File: src/rtl/riscv_pkg.sv
// Shared RISC-V core constants and the writeback request record.
// Latency: n/a (types and constants only).
// Backpressure: n/a.
package riscv_pkg;

  localparam int XLEN       = 32;
  localparam int REG_ADDR_W = 5;
  localparam int NUM_REGS   = 2 ** REG_ADDR_W;

  // One writeback request: destination register and the value to write.
  typedef struct packed {
    logic [REG_ADDR_W-1:0] rd;
    logic [XLEN-1:0]       data;
  } wb_req_t;

endpackage

File: src/rtl/riscv_rr_arbiter.sv
// Generic N-way round-robin arbiter: one-hot grant, pointer moves past each winner.
// Latency: grant is combinational from req_i; pointer updates on the granting edge.
// Backpressure: hold_i (or reset) suppresses every grant and freezes the pointer.
module riscv_rr_arbiter #(
  parameter int N = 2
) (
  input  logic         clk_i,
  input  logic         rst_n_i,
  input  logic         hold_i,
  input  logic [N-1:0] req_i,
  output logic [N-1:0] gnt_o
);

  localparam int PTR_W = (N > 1) ? $clog2(N) : 1;

  logic [PTR_W-1:0] ptr_q;
  logic [PTR_W-1:0] ptr_d;
  logic [PTR_W-1:0] win_idx;
  logic             win_any;
  logic             grant_ok;

  // Find the first requester at or after the pointer, wrapping around.
  always_comb begin
    win_any = 1'b0;
    win_idx = '0;
    for (int k = 0; k < N; k++) begin
      for (int i = 0; i < N; i++) begin
        if (!win_any && req_i[i] && (i == ((int'(ptr_q) + k) % N))) begin
          win_any = 1'b1;
          win_idx = PTR_W'(i);
        end
      end
    end
  end

  // A grant is only issued outside reset and while not held.
  assign grant_ok = win_any && !hold_i && rst_n_i;

  // Decode the winning index into a one-hot grant and compute the next pointer.
  always_comb begin
    gnt_o = '0;
    ptr_d = ptr_q;
    for (int i = 0; i < N; i++) begin
      gnt_o[i] = grant_ok && (win_idx == PTR_W'(i));
    end
    if (grant_ok) begin
      ptr_d = (win_idx == PTR_W'(N - 1)) ? '0 : win_idx + 1'b1;
    end
  end

  // Pointer register.
  always_ff @(posedge clk_i or negedge rst_n_i) begin
    if (!rst_n_i) begin
      ptr_q <= '0;
    end else begin
      ptr_q <= ptr_d;
    end
  end

  a_gnt_onehot: assert property (@(posedge clk_i) disable iff (!rst_n_i) $onehot0(gnt_o));

endmodule

File: src/rtl/riscv_wb_arbiter.sv
// Shares the regfile write port among NUM_REQ writeback sources (round-robin) with an optional busy scoreboard.
// Latency: ready is combinational from valid; rf write appears one cycle after the handshake.
// Backpressure: hold_in stalls all requesters; otherwise one write per cycle is sustained. Scoreboard: RISCV_WB_SCOREBOARD_EN.
module riscv_wb_arbiter #(
  parameter int NUM_REQ    = 2,
  parameter int XLEN       = riscv_pkg::XLEN,
  parameter int REG_ADDR_W = riscv_pkg::REG_ADDR_W
) (
  input  logic                          clk_in,
  input  logic                          rst_n_in,
  input  logic                          hold_in,
  input  logic [NUM_REQ-1:0]            req_valid_in,
  output logic [NUM_REQ-1:0]            req_ready_out,
  input  logic [NUM_REQ*REG_ADDR_W-1:0] req_rd_in,
  input  logic [NUM_REQ*XLEN-1:0]       req_data_in,
  input  logic                          issue_valid_in,
  input  logic [REG_ADDR_W-1:0]         issue_rd_in,
  output logic [2**REG_ADDR_W-1:0]      busy_mask_out,
  output logic                          rf_we_out,
  output logic [REG_ADDR_W-1:0]         rf_rd_out,
  output logic [XLEN-1:0]               rf_wd_out
);

  import riscv_pkg::*;

  localparam int NREGS = 2 ** REG_ADDR_W;

  logic [NUM_REQ-1:0]    gnt;
  logic                  gnt_vld;
  logic [REG_ADDR_W-1:0] sel_rd;
  logic [XLEN-1:0]       sel_wd;

  logic                  we_q, we_d;
  logic [REG_ADDR_W-1:0] rd_q, rd_d;
  logic [XLEN-1:0]       wd_q, wd_d;

  riscv_rr_arbiter #(
    .N (NUM_REQ)
  ) u_rr_arb (
    .clk_i   (clk_in),
    .rst_n_i (rst_n_in),
    .hold_i  (hold_in),
    .req_i   (req_valid_in),
    .gnt_o   (gnt)
  );

  assign req_ready_out = gnt;
  assign gnt_vld       = |gnt;

  // One-hot mux of the granted requester's destination and data.
  always_comb begin
    sel_rd = '0;
    sel_wd = '0;
    for (int i = 0; i < NUM_REQ; i++) begin
      if (gnt[i]) begin
        sel_rd = req_rd_in[i*REG_ADDR_W +: REG_ADDR_W];
        sel_wd = req_data_in[i*XLEN +: XLEN];
      end
    end
  end

  // Write stage next state: capture on grant, x0 writes are swallowed, idle keeps address/data.
  always_comb begin
    we_d = 1'b0;
    rd_d = rd_q;
    wd_d = wd_q;
    if (gnt_vld) begin
      rd_d = sel_rd;
      wd_d = sel_wd;
      we_d = (sel_rd != '0);
    end
  end

  // Write stage registers driving the regfile port.
  always_ff @(posedge clk_in or negedge rst_n_in) begin
    if (!rst_n_in) begin
      we_q <= 1'b0;
      rd_q <= '0;
      wd_q <= '0;
    end else begin
      we_q <= we_d;
      rd_q <= rd_d;
      wd_q <= wd_d;
    end
  end

  assign rf_we_out = we_q;
  assign rf_rd_out = rd_q;
  assign rf_wd_out = wd_q;

`ifdef RISCV_WB_SCOREBOARD_EN
  logic [NREGS-1:0] busy_q, busy_d;

  // Scoreboard next state: clear on the completing write, then a same-edge issue re-sets (newer wins).
  always_comb begin
    busy_d = busy_q;
    if (we_q) begin
      busy_d[rd_q] = 1'b0;
    end
    if (issue_valid_in && (issue_rd_in != '0)) begin
      busy_d[issue_rd_in] = 1'b1;
    end
    busy_d[0] = 1'b0;
  end

  // Scoreboard register; reset drops every in-flight marker.
  always_ff @(posedge clk_in or negedge rst_n_in) begin
    if (!rst_n_in) begin
      busy_q <= '0;
    end else begin
      busy_q <= busy_d;
    end
  end

  assign busy_mask_out = busy_q;
`else
  logic unused_issue;
  assign unused_issue  = ^{issue_valid_in, issue_rd_in};
  assign busy_mask_out = '0;
`endif

  a_no_x0_write: assert property (@(posedge clk_in) disable iff (!rst_n_in) rf_we_out |-> (rf_rd_out != '0));

endmodule

File: config.mk
export PLATFORM = sky130hd
export DESIGN_NAME = riscv_wb_arbiter
export DESIGN_NICKNAME = d
export VERILOG_FILES = /design/src/rtl/riscv_pkg.sv /design/src/rtl/riscv_rr_arbiter.sv /design/src/rtl/riscv_wb_arbiter.sv
export SDC_FILE = /design/constraint.sdc
export NUM_CORES = 1
export LEC_CHECK = 0
export ABC_AREA = 1
export ABC_CLOCK_PERIOD_IN_PS = 1200
export BUFFER_PORTS_ARGS = -buffer_cell sky130_fd_sc_hd__clkbuf_2
export CAP_MARGIN = 25
export CORE_MARGIN = 2
export CORE_UTILIZATION = 37
export CTS_BUF_LIST = sky130_fd_sc_hd__clkbuf_4 sky130_fd_sc_hd__clkbuf_8
export DETAILED_ROUTE_END_ITERATION = 7
export GPL_TIMING_DRIVEN = 1
export PLACE_DENSITY_LB_ADDON = 0.08
export RECOVER_POWER = 100
export SETUP_SLACK_MARGIN = 0.5
export SKIP_LAST_GASP = 1
export SLEW_MARGIN = 20
export SYNTH_ARGS = -nofsm -noshare
export SYNTH_HDL_FRONTEND = slang
export SYNTH_SLANG_ARGS = --single-unit
File: constraint.sdc
create_clock -name clk_in -period 1.2 [get_ports clk_in]
set_clock_uncertainty 0.1 [all_clocks]
set_input_delay 0.24 -clock clk_in [delete_from_list [all_inputs] [get_ports clk_in]]
set_output_delay 0.24 -clock clk_in [all_outputs]
set_load 0.005 [all_outputs]
==> reports/qor.txt <==
flops & latches, synth = 39
Post-DP Area = 2690 um^2
# IOs = 157
Hold Path Class = input pin to asynchronous set/reset pin
Clock transition at path regs = 0.07 ns
Hold Worst Slack = -0.0107 ns
Post-Route WL = 5650 um
actual slew at the worst max-slew pin = 0.549 ns
Mean Syn Cell Area = 8.06 um^2
aggregate global routing overflow = 0
Post-synth ARST share = 100%
CP Capture Type = output port
Synth Cell Area = 2040 um^2
DR pass1 iterations = 4
worst path bufs/invs = 2
minimum clock period = 1.42 ns
WP data arrival = 1.08 ns
most common cell in the netlist = nand2_1
Post-synth EDFFs = 0
period utilization = 118%
max-slew violation count = 0
Cell variety after synth = 14
Final GP Congestion = 0.737
clock root cell = clkbuf_8
Synth top area share = 47.9%
worst stage delay on the critical path = 0.38 ns
final net count = 492
post-synth top area cell = dfrtp_1
first-pass GRT wire length = 8940 um
Worst Setup Slack, final = -0.217 ns
max frequency = 706 MHz
initial antenna violation count = 0
Leak = 1.72 nW
worst vdd ir = 0.541 mV
starting density of the core = 37.7%
Max Root-Sink Buffers = 2
average wire per standard cell = 11.8 um
Rows = 27
Synth Flop Type = dfrtp_1
port bufs = 118
Post-Layout Cell Count = 478
total CTS buffers = 5
highest fanout seen on the critical path = 3
routed vias = 2059
share of layout cells above drive strength 1 = 42.9%
core area = 5410 um^2
finished layout cell area = 3040 um^2
Detail Placement HPWL = 4090 um
ant diodes = 0
Seq/Total Area, Yosys = 47.9%
violated checks = hold timing, setup timing
placed insts = 451
Worst Setup Path Type = flip-flop to output port
Crit path max-delay family = flip-flops
status = complete, but fails checks
Synthesis Warnings = 0
post-layout util = 56.2%
clock tree from TritonCTS = built
critical path data required time = 0.86 ns
Clock Sinks = 39
residual DRC count = 0
PD cells = 1180 nW/um^2
CP max-delay cell = dfrtp_1
area grow syn2layout = 48.9%
DR vias/cell = 4.31
Final Hold Viols = 14
initial DRC count = 65
Max-Cap Viols = 0
Die X = 78.2 um
Setup Viol. Count Final = 39
die span in y = 78.2 um
die footprint = 6120 um^2
largest net degree at the start of global routing = 23
Synth area leaders = dfrtp_1, nand2_1, buf_4, nand3_1, buf_6
Worst setup SP type = flip-flop
RSZ-0062 raised after global routing = true
Worst-Skew Late Latency = 0.28 ns
DRT antenna net count = 0
Critical Path, Cell by Cell = inv_2 > a21boi_2 > nor2_4 > clkbuf_2
vias in the first global route = 1892
Post-Syn Instances = 253
H-Tree Depth = 2
Global Route Usage Sum = 18.6%
Worst slew margin = 63.4%
most instantiated cells after synthesis = nand2_1, nand3_1, dfrtp_1, buf_4, buf_6
==> metal layers <==
| metal | up-vias | part of all wire (%) | track usage (%) |
|---|---|---|---|
| met4 | 0 | 0.67 | 4.74 |
| met1 | 934 | 42 | 23.0 |
| met2 | 84 | 50 | 32.2 |
| li1 | 1037 | - | - |
| met5 | - | 0 | 0 |
| met3 | 4 | 7.0 | 5.06 |
==> cell type report <==
type | count | area, um^2
well taps | 72 | 90.1
multi-input cells | 198 | 952
clock buffers | 6 | 76.3
flip-flops and latches | 39 | 976
fillers | 552 | 2370
repair buffers | 158 | 906
inverters | 5 | 35.0
==> cell families (layout without fill, tap and decap cells) <==
group / count (synthesis) / in the layout / share of synthesized area [%]
AOI/OAI and AO/OA: 2 / 2 / 0.737
buffers and inverters: 47 / 169 / 17.1
DFF: 39 / 39 / 47.9
other: 1 / 32 / 0.184
and+or+nand+nor: 164 / 164 / 34.1
==> cell usage in the layout, fill, tap and decap left out, types with 2 or more instances in the layout <==
cell type,n
buf_4,29
buf_6,7
clkbuf_1,15
clkbuf_2,105
clkbuf_4,2
clkbuf_8,5
conb_1,32
dfrtp_1,39
inv_2,3
nand2_1,104
nand2_2,4
nand2_4,4
nand3_1,35
nand3_2,5
nand3_4,3
nor2_1,4
nor2_4,3
==> worst reg2reg max path, delay by kind of cell, from the launching register on <==
kind                   cells  cell delay [ns]
buffers and inverters      3             0.36
flip-flops                 1             0.38
AND/OR/NAND/NOR            7             0.45
==> registers in the layout (all words and copies together), names as in the netlist <==
register        flops
rf_rd_out           5
rf_wd_out          32
u_rr_arb.ptr_q      1
rf_we_out           1
==> timing repair <==
| action | 4_1_cts | 5_1_grt |
|---|---|---|
| endpoints found under the hold margin | 17 | 17 |
| buffers inserted | 8 | 13 |
| endpoints found under the setup margin | 79 | 79 |
| resized for setup | 22 | 7 |
| pin swaps | 15 | 5 |
==> per-stage QoR <==
step	hold WS (ns)	worst slack [ns]	power (mW)	setup TNS [ns]
after global routing	0.0207	-0.318	3.83	-8.15
after floorplan	-0.156	-0.0163	2.17	-0.0303
final	-0.0107	-0.217	3.59	-4.57
after detailed placement	0.230	-0.229	2.60	-7.57
after global placement	0.231	-0.200	2.59	-6.66
after CTS	-0.0858	-0.229	3.53	-4.98
==> where the power goes <==
| part | internal [mW] | total (mW) | switching (mW) |
|---|---|---|---|
| Clock | 0.410 | 0.833 | 0.423 |
| Sequential | 1.55 | 1.68 | 0.127 |
| Combinational | 0.564 | 1.08 | 0.513 |
==> worst paths after layout <==
check                      depth (start not counted)               end            start  slack, ns
min                                                2      rf_rd_out[0]         rst_n_in      -0.01
min in group clk_in                                3     rf_wd_out[27]  req_data_in[27]       0.06
max in group asynchronous                          3      rf_wd_out[6]         rst_n_in       0.47
max reg2reg                                       10         rf_we_out   u_rr_arb.ptr_q      -0.22
max                                                4  req_ready_out[0]   u_rr_arb.ptr_q      -0.22
min reg2reg                                        2      rf_rd_out[0]     rf_rd_out[0]       0.39
Power figures use the tool's default switching activity.
